==> config.mk <==
export PLATFORM = sky130hd
export DESIGN_NAME = pcpi_div_ctrl
export DESIGN_NICKNAME = d
export VERILOG_FILES = /design/src/rtl/m_ext_pkg.sv /design/src/rtl/div_insn_decode.sv /design/src/rtl/pcpi_div_ctrl.sv
export SDC_FILE = /design/constraint.sdc
export NUM_CORES = 1
export LEC_CHECK = 0
export ABC_AREA = 1
export CORE_ASPECT_RATIO = 1.25
export CORE_MARGIN = 2
export CORE_UTILIZATION = 37
export CTS_CLUSTER_SIZE = 40
export DETAILED_ROUTE_END_ITERATION = 10
export GPL_ROUTABILITY_DRIVEN = 0
export PLACE_DENSITY_LB_ADDON = 0.25
export SLEW_MARGIN = 20
export SYNTH_ARGS = -nofsm -noshare
export SYNTH_HDL_FRONTEND = slang
export SYNTH_SLANG_ARGS = --single-unit
==> constraint.sdc <==
create_clock -name clk -period 1.65 [get_ports clk]
set_input_delay 0.33 -clock clk [delete_from_list [all_inputs] [get_ports clk]]
set_output_delay 0.33 -clock clk [all_outputs]
set_load 0.005 [all_outputs]
==> src/rtl/m_ext_pkg.sv <==
// Shared constants and types for the M-extension PCPI divide sequencer.
package m_ext_pkg;

   localparam logic [6:0] OPC_OP     = 7'b0110011;
   localparam logic [6:0] F7_MULDIV  = 7'b0000001;

   typedef enum logic [2:0] {
      F3_DIV  = 3'b100,
      F3_DIVU = 3'b101,
      F3_REM  = 3'b110,
      F3_REMU = 3'b111
   } div_funct3_e;

   typedef enum logic [1:0] {
      IDLE  = 2'd0,
      BUSY  = 2'd1,
      RESP  = 2'd2,
      DRAIN = 2'd3
   } div_ctrl_state_e;

   typedef struct packed {
      logic hit;
      logic is_unsigned;
      logic is_rem;
   } div_decode_t;

endpackage

==> src/rtl/div_insn_decode.sv <==
// Combinational decode of DIV/DIVU/REM/REMU from a 32-bit instruction word.
module div_insn_decode
   import m_ext_pkg::*;
(
   input  logic [31:0] insn,
   output div_decode_t dec
);

   // Register-number fields play no part in the decode.
   logic unused_insn_bits;
   assign unused_insn_bits = ^{insn[24:15], insn[11:7]};

   always_comb begin
      dec.hit         = (insn[6:0] == OPC_OP) && (insn[31:25] == F7_MULDIV) && insn[14];
      dec.is_unsigned = insn[12];
      dec.is_rem      = insn[13];
   end

endmodule

==> src/rtl/pcpi_div_ctrl.sv <==
// PCPI sequencer for the shared serial divider: decode, operand capture, start/done handshake.
// Optional one-entry result cache enabled by defining DIV_RESULT_CACHE_EN.
module pcpi_div_ctrl
   import m_ext_pkg::*;
#(
   parameter int WIDTH = 32
) (
   input  logic             clk,
   input  logic             resetn,
   input  logic             pcpi_valid,
   input  logic [31:0]      pcpi_insn,
   input  logic [WIDTH-1:0] pcpi_rs1,
   input  logic [WIDTH-1:0] pcpi_rs2,
   output logic             pcpi_wr,
   output logic [WIDTH-1:0] pcpi_rd,
   output logic             pcpi_wait,
   output logic             pcpi_ready,
   output logic             div_start,
   output logic             div_unsigned,
   output logic [WIDTH-1:0] div_a,
   output logic [WIDTH-1:0] div_b,
   input  logic [WIDTH-1:0] div_q,
   input  logic [WIDTH-1:0] div_r,
   input  logic             div_done
);

   div_ctrl_state_e  state;
   div_decode_t      dec;
   logic             wait_q;
   logic             rem_q;
   logic             uns_q;
   logic [WIDTH-1:0] a_q;
   logic [WIDTH-1:0] b_q;
   logic [WIDTH-1:0] rd_q;
   logic             cache_hit;
   logic [WIDTH-1:0] cache_res;

   div_insn_decode u_decode (
      .insn (pcpi_insn),
      .dec  (dec)
   );

`ifdef DIV_RESULT_CACHE_EN
   logic             c_valid;
   logic             c_uns;
   logic [WIDTH-1:0] c_a;
   logic [WIDTH-1:0] c_b;
   logic [WIDTH-1:0] c_q;
   logic [WIDTH-1:0] c_r;

   assign cache_hit = c_valid && (pcpi_rs1 == c_a) && (pcpi_rs2 == c_b) && (dec.is_unsigned == c_uns);
   assign cache_res = dec.is_rem ? c_r : c_q;

   // NOTE: the cache data is reset along with its valid bit so that a post-reset
   // state is fully defined; only valid actually gates use of the entry.
   always_ff @(posedge clk or negedge resetn) begin
      if (!resetn) begin
         c_valid <= 1'b0;
         c_uns   <= 1'b0;
         c_a     <= '0;
         c_b     <= '0;
         c_q     <= '0;
         c_r     <= '0;
      end else if (state == BUSY && div_done) begin
         c_valid <= 1'b1;
         c_uns   <= uns_q;
         c_a     <= a_q;
         c_b     <= b_q;
         c_q     <= div_q;
         c_r     <= div_r;
      end
   end
`else
   assign cache_hit = 1'b0;
   assign cache_res = '0;
`endif

   // NOTE: all state updates use non-blocking assignments so every register samples
   // the values from before this edge, independent of statement order.
   always_ff @(posedge clk or negedge resetn) begin
      if (!resetn) begin
         state  <= IDLE;
         wait_q <= 1'b0;
         rem_q  <= 1'b0;
         uns_q  <= 1'b0;
         a_q    <= '0;
         b_q    <= '0;
         rd_q   <= '0;
      end else begin
         case (state)
            IDLE: begin
               if (pcpi_valid && dec.hit) begin
                  a_q   <= pcpi_rs1;
                  b_q   <= pcpi_rs2;
                  uns_q <= dec.is_unsigned;
                  rem_q <= dec.is_rem;
                  if (cache_hit) begin
                     rd_q  <= cache_res;
                     state <= RESP;
                  end else begin
                     wait_q <= 1'b1;
                     state  <= BUSY;
                  end
               end
            end
            BUSY: begin
               if (div_done) begin
                  rd_q   <= rem_q ? div_r : div_q;
                  wait_q <= 1'b0;
                  state  <= RESP;
               end
            end
            RESP: state <= DRAIN;
            // Hold off re-accepting until the divider has dropped done, so the
            // still-asserted pcpi_valid of the finished instruction is not taken again.
            DRAIN: begin
               if (!div_done) state <= IDLE;
            end
            default: state <= IDLE;
         endcase
      end
   end

   assign div_start    = (state == BUSY);
   assign pcpi_ready   = (state == RESP);
   assign pcpi_wr      = (state == RESP);
   assign pcpi_wait    = wait_q;
   assign pcpi_rd      = rd_q;
   assign div_a        = a_q;
   assign div_b        = b_q;
   assign div_unsigned = uns_q;

endmodule

==> results of run 1 <==
==> worst paths after layout <==
kind,start,end,slack (ns),cells after the start
worst max-delay path,pcpi_wait,pcpi_wait,0.07,1
worst min-delay path,resetn,div_b[31],0.02,2
worst max register to register,state[0],div_b[17],0.12,8
worst min register to register,div_b[31],div_b[31],0.48,2
max in group asynchronous,resetn,div_a[19],1.17,2
min in group clk,div_b[31],div_b[31],0.48,2
==> power by group through the flow <==
| stage | Combinational (mW) | Sequential (mW) | Clock (mW) |
|---|---|---|---|
| after CTS | 2.39 | 3.11 | 2.33 |
| final | 2.37 | 3.11 | 2.28 |
| after global placement | 2.27 | 3.13 | 0 |
| after detailed placement | 2.34 | 3.16 | 0 |
| after global routing | 2.55 | 3.17 | 2.45 |
| after floorplan | 0.794 | 3.18 | 0 |
==> flip-flops by register name, indices dropped and copies added, names as in the netlist <==
register and cells:
rem_q 1, div_b 32, div_unsigned 1, state 2
pcpi_wait 1, pcpi_rd 32, div_a 32
==> synthesized netlist by cell type, drive strengths merged <==
cell / n
nand2: 247
dfrtp: 101
a21oi: 65
nor2: 41
buf: 17
clkbuf: 11
inv: 10
ha: 4
nand3: 3
o21ai: 1
or2: 1
==> per-stage QoR <==
stage                     setup TNS, ns  setup slack (ns)
after global placement           -10.12            -0.170
after detailed placement         -11.94            -0.202
final                                 0            0.0747
after global routing                  0          0.000111
after CTS                             0            0.0431
after floorplan                       0             0.232
==> metal layers <==
layer  track usage  share of wire  wire [µm]
met5             0              0          0
met4        0.0908          0.029        377
met3        0.0537          0.080       1020
met2         0.356           0.50       6480
met1         0.237           0.39       4950
==> cell type report <==
type | count | area [µm²]
fill | 928 | 3830
timing repair buffer | 268 | 2690
sequential | 101 | 2530
multi-input combinational | 362 | 1510
clock buffer | 13 | 260
tap | 135 | 169
clock inverter | 3 | 67.6
inverter | 10 | 37.5
==> cells in the final DEF (no fill, tap or decap), drive strengths merged <==
cell type / Yosys / final
o21ai: 1 / 1
dfrtp: 101 / 101
nand2: 247 / 247
clkbuf: 11 / 13
a21oi: 65 / 65
bufinv: 0 / 2
buf: 17 / 21
clkinvlp: 0 / 1
nor2: 41 / 41
or2: 1 / 1
clkdlybuf4s50: 0 / 245
dlygate4sd2: 0 / 2
nand3: 3 / 3
ha: 4 / 4
inv: 10 / 10
==> kinds of logic after synthesis <==
kind of cell / share of synthesized area
adder cells (fa/ha/maj): 0.0119
buffers and inverters: 0.0432
flip-flops: 0.602
AO/OA/AOI/OAI: 0.0787
AND/OR/NAND/NOR: 0.264
==> repair_timing <==
item / in CTS / in global routing
hold endpoints to repair: 0 / 0
endpoints found under the setup margin: 3 / 0
gates resized for setup: 9 / 0
setup buffers: 2 / 0
hold buffers: 0 / 0
==> flow_metrics.tcl, run 1 <==
set metrics [dict create \
    status "completed" \
    synth-seq-cells 101 \
    cellLeakagePower_nw 3.55 \
    p_per_area_mw_per_mm2 1070 \
    comb_power_share 0.306 \
    clock_latency_ns 0.34 \
    arrival_ns 1.25 \
    total_power_mw 7.76 \
    ys_types 15 \
    synth.avg_cell_area_um2 8.38 \
    htree_levels 3 \
    final_cells 892 \
    hold_class "primary input to asynchronous set/reset pin" \
    crit_family "buffers and inverters" \
    netlist_instances 501 \
    core_mm2 0.0111 \
    hpwl_um 9590 \
    wirelength_um 12800 \
    startpoint_type "flop" \
    crit_fanout 2 \
    p_clk_frac 0.294 \
    hold_viol_final 0 \
    clk_pin_slew_ns 0.06 \
    firstDrtPassIters 4 \
    viasPerCell 4.68 \
    worstPathCellList "clkdlybuf4s50_1" \
    vias 4178 \
    grt_max_degree 102 \
    die_w_um 99.3 \
    switching_share 0.263 \
    cp.required_ns 1.32 \
    critPathMaxStageDelay_ns 0.56 \
    cts_buffers 9 \
    rsz0062_at_grt "false" \
    root_buffer "clkbuf_16" \
    critPathSlowestCell "clkdlybuf4s50_1" \
    postLayoutCellArea_mm2 0.00726 \
    grt_pass1_wl_um 19900 \
    rows 43 \
    seq_area_frac_synth 0.602 \
    worst_ir_drop_vdd_mv 0.485 \
    drt_iter0_markers 168 \
    endpoint_kind "output port" \
    initial_utilization 0.379 \
    overflow 0 \
    clock_sinks 101 \
    fin_crit_sh 0.955 \
    critPathKind "flop to output port" \
    synth_top_cell_by_area "dfrtp_1" \
    grt_pass1_vias 4153 \
    ios 265 \
    drv_cap 0 \
    final_util 0.655 \
    switchingPower_mw 2.04 \
    tightest_slew_ns 0.553 \
    dieArea_mm2 0.0122 \
    crit_buf_inv 1 \
    drive_gt1_frac 0.0528 \
    drc 0 \
    ant_nets 0 \
    fmax_mhz 635 \
    final_nets 920 \
    dp_cells 874 \
    ys_warn_count 0 \
    die_h_um 123 \
    grt_usage 0.205 \
    clk_path_buf_depth 2 \
    p_int_mw 5.72 \
    fin_skew_ns 0.0115 \
    netlist.area_leader.share 0.602 \
    drv_slew 0 \
    synth_fp_nets 669 \
    setup_viol 0 \
    num_antenna_cells 0 \
    ys_top_cells_by_area "dfrtp_1, nand2_1, a21oi_1, nor2_1, buf_2" \
    placed_area_mm2 0.00691 \
    numPortBuffers 249 \
    wire_per_inst_um 14.4 \
    syn_area_mm2 0.00420 \
    holdWs_ns 0.0185 \
    fin_crit_ns 1.58 \
    syn_to_final_growth_pct 72.8 \
    slew_headroom 0.631 \
    antenna_found_initial 0 \
    power.share.sequential 0.401 \
    cts_tree "built" \
]
(Power assumes the default switching activity.)
==> run 2, diff against run 1 <==
--- a/config.mk
+++ b/config.mk
@@ -6,8 +6,7 @@
 export NUM_CORES = 1
 export LEC_CHECK = 0
 export ABC_AREA = 1
-export CORE_ASPECT_RATIO = 1.25
-export CORE_MARGIN = 2
+export CORE_MARGIN = 5
 export CORE_UTILIZATION = 37
 export CTS_CLUSTER_SIZE = 40
 export DETAILED_ROUTE_END_ITERATION = 10
==> flow_metrics.tcl, run 2 (synthesized netlist as in run 1, its figures left out) <==
set metrics [dict create \
    p_int_mw 5.67 \
    wire_per_inst_um 15.2 \
    ios 265 \
    use_met3 0.0834 \
    drv_cap 0 \
    fin_skew_ns 0.00636 \
    drive_gt1_frac 0.0491 \
    comb_power_share 0.301 \
    grt_pass1_vias 4333 \
    vias 4160 \
    cts-hold-fix-buffers 0 \
    endpoint_kind "output port" \
    viasPerCell 4.64 \
    fin_crit_sh 0.952 \
    htree_levels 3 \
    worst_ir_drop_vdd_mv 0.702 \
    cellLeakagePower_nw 3.52 \
    setup_ws_ns 0.0797 \
    drv_slew 0 \
    rsz0062_at_grt "false" \
    die_h_um 117 \
    drt_iter0_markers 272 \
    fmax_mhz 637 \
    met2_usage 0.346 \
    crit_fanout 3 \
    slew_headroom 0.627 \
    cts_buffers 9 \
    grt_busiest_layer "met2" \
    final_nets 916 \
    overflow 0 \
    die_w_um 117 \
    fin_crit_ns 1.57 \
    placed_area_mm2 0.00688 \
    firstDrtPassIters 5 \
    clk_pin_slew_ns 0.06 \
    arrival_ns 1.24 \
    syn_to_final_growth_pct 71.7 \
    switching_share 0.265 \
    hold_class "primary input to asynchronous set/reset pin" \
    p_clk_frac 0.295 \
    critPathKind "flop to output port" \
    grt_usage 0.200 \
    clk_path_buf_depth 2 \
    grt_max_degree 102 \
    numPortBuffers 249 \
    grt_pass1_wl_um 21200 \
    cts_tree "built" \
    clock_sinks 101 \
    dieArea_mm2 0.0136 \
    root_buffer "clkbuf_16" \
    antenna_found_initial 0 \
    wirelength_um 13600 \
    final_cells 896 \
    r2r_slack_ns 0.20 \
    hold_viol_final 0 \
    power.share.sequential 0.404 \
    core_mm2 0.0113 \
    clock_latency_ns 0.34 \
    initial_utilization 0.373 \
    cp.required_ns 1.32 \
    status "completed" \
    p_per_area_mw_per_mm2 1070 \
    rows 39 \
    hpwl_um 10100 \
    drc 0 \
    tightest_slew_ns 0.560 \
    holdWs_ns 0.0318 \
    setup_viol 0 \
    final_common_cell "nand2_1" \
    ant_nets 0 \
    startpoint_type "flop" \
    num_antenna_cells 0 \
    total_power_mw 7.71 \
    grt_use_met1 0.224 \
    dp_cells 879 \
    layout_common_cells "nand2_1, clkdlybuf4s50_1, dfrtp_1, a21oi_1, nor2_1" \
    place_ws_ns -0.212 \
    postLayoutCellArea_mm2 0.00721 \
    switchingPower_mw 2.04 \
]
run 2: cell types whose count changed in the layout (fill, tap and decap cells not counted), sizes merged:
cell	delta
buf	-5
clkdlybuf4s15	+1
clkinvlp	-1
clkinv	+2
dlygate4sd2	-2
clkbuf	+1
run 2: power by group through the flow:
stage               combinational (mW)  clock, mW  sequential, mW
floorplan                        0.794          0            3.18
global placement                  2.27          0            3.13
detailed placement                2.35          0            3.16
CTS                               2.36       2.35            3.11
global route                      2.57       2.46            3.17
finish                            2.32       2.28            3.11
run 2: final cells by class:
cell class                 instances  area, µm²
tap                              143        179
sequential                       101       2530
inverter                          10       37.5
clock inverter                     4       70.1
fill                             946       4060
timing repair buffer             264       2640
multi-input combinational        362       1500
clock buffer                      12        256
run 2: routing by layer:
| layer | up-vias | routed length (µm) |
|---|---|---|
| li1 | 2040 | - |
| met1 | 1924 | 5050 |
| met2 | 178 | 6780 |
| met3 | 18 | 1480 |
| met4 | 0 | 285 |
| met5 | - | 0 |
run 2: path summary, 6_finish.rpt:
path | depth (start not counted) | from | end
setup / recovery | 3 | state[0] | pcpi_wr
hold / removal | 2 | resetn | pcpi_rd[15]
setup reg to reg | 6 | state[1] | pcpi_rd[8]
hold reg to reg | 2 | pcpi_wait | pcpi_wait
max in group asynchronous | 2 | resetn | pcpi_rd[27]
min in group clk | 2 | pcpi_wait | pcpi_wait
run 2: repair_timing:
item,in CTS,in global routing
gates resized for setup,3,6
setup endpoints to repair,3,3
setup buffers,1,0
run 2: per-stage QoR:
step | setup TNS (ns) | util
final | 0 | 0.640
after global routing | 0 | 0.640
after CTS | 0 | 0.640
after detailed placement | -11.66 | 0.611
after global placement | -10.74 | 0.611
after floorplan | 0 | -
run 2: worst max-delay path, stage by stage (launching register included):
cell and delay [ns]:
dfrtp_1 0.40, inv_1 0.09, ha_2 0.20, clkdlybuf4s15_1 0.23
==> variant, RTL diff (flow settings as in run 1) <==
The option `DIV_RESULT_CACHE_EN` is turned on by a define.
--- a/src/rtl/pcpi_div_ctrl.sv
+++ b/src/rtl/pcpi_div_ctrl.sv
@@ -1,4 +1,6 @@
 // PCPI sequencer for the shared serial divider: decode, operand capture, start/done handshake.
 // Optional one-entry result cache enabled by defining DIV_RESULT_CACHE_EN.
+`define DIV_RESULT_CACHE_EN
+
 module pcpi_div_ctrl
    import m_ext_pkg::*;
Check against the original RTL: not equivalent (a bounded check fails within 10 cycles, from zero or initial values and one cycle with resetn low).
==> variant against run 1 <==
The run now ends with setup timing left. Sequential power grew to 2.7 times the old value. Synthesized area rose to 2.6 times the old value. Worst setup slack lost 260 ps. Power increased to 3.1 times the old value. Wire length rose to 2.6 times the old value. Core utilization is 7.1 points lower. Sequential cell count is 130 higher. Cell area is 130% higher. Critical path type is now reg -> reg. Critical endpoint is now pcpi_rd[20]. Largest power group is now combinational logic.
==> variant: results (changes against run 1) <==
* Fraction of area in registers at 34.67% (-0.16 points)
* Initial antenna violation count at 2 (+2)
* CTS H-tree depth at 1 (-2)
* Slew headroom at 64.78% (+1.7 points)
* Crit Reg-Reg Endpoint: pcpi_rd[20]
* Ant. Diodes at 2 (+2)
* Share of cells above drive strength 1 at 23.49% (+18 points)
* Final setup viols at 51 (+51)
* Setup WS post-layout at -187.6 ps (-262.3 ps)
* Placed cell area at 14,460 um2 (+110%)
* Critical path class: reg -> reg
* Hold crit path type: in -> reg
* P_int at 15.70 mW (+170%)
* Clock Latency Late Sink at 530 ps (+190 ps)
* Comb_multi_in at 849 (+130%)
* CP max stage delay at 390 ps (-170 ps)
* Detailed Routing Iterations Pass 1 at 5 (+1)
* CTS Buf Count at 25 (+16)
* Reg power frac at 35.0% (-5.1 points)
* Register area share after synthesis at 53.55% (-6.6 points)
* First-pass GRT wire length at 50,780 um (+160%)
* Comb. pwr at 10.1 mW (+330%)
* CP max FO at 8 (+6)
* Outcome: finished with violations
* Setup TNS at -5891 ps (-5891 ps)
* Met3 wire len at 2528 um (+150%)
* DRT iter0 DRCs at 488 (+190%)
* Synth top cells by count: nand2_1 (322), dfrtp_1 (231), o21ai_0 (186), inv_1 (137), nor2_1 (122)
* Place WS at -783.6 ps (-581.2 ps)
* Average instance area after synthesis at 8.388 um2 (about the same)
* Synth cell types at 26 (+11)
* Crit. Startpoint: c_b[26]
* Clock buffer count in the final layout at 37 (+24)
* GR Util met2 at 36.53% (+0.89 points)
* Drt total wl at 33,530 um (+160%)
* Failing checks: setup timing
* Placed cell count at 1,954 (+120%)
* WL met1 at 13,420 um (+170%)
* Final HPWL DP at 20,920 um (+120%)
* Max VDD drop at 0.0008503 V (+75%)
[variant: changes by cell type after synthesis, moves of 7 or more]
| cell | change |
|---|---|
| mux2_2 | +60 |
| nand2_1 | +75 |
| clkbuf_1 | +36 |
| o21ai_0 | +185 |
| dfrtp_1 | +130 |
| inv_1 | +127 |
| nand3_1 | +37 |
| nand4_1 | +7 |
| xnor2_1 | +9 |
| a21oi_1 | +18 |
| nor2_1 | +82 |
[variant: cells by family after synthesis]
logic type | after synthesis | synth area share [%]
adders and majority gates | 5 | 0.5795
and+or+nand+nor | 497 | 18.18
muxes | 60 | 6.259
xor gates and xnor gates | 11 | 0.8925
AOI/OAI and AO/OA | 272 | 12.66
DFF | 231 | 53.55
buffers and inverters | 211 | 7.881
[variant: repair_timing]
item,in CTS,in global routing
endpoints found under the hold margin,49,0
cloned,11,9
pin swaps,6,55
buffers inserted,55,7
endpoints found under the setup margin,209,125
gates resized for setup,149,158
hold buffers,1,0
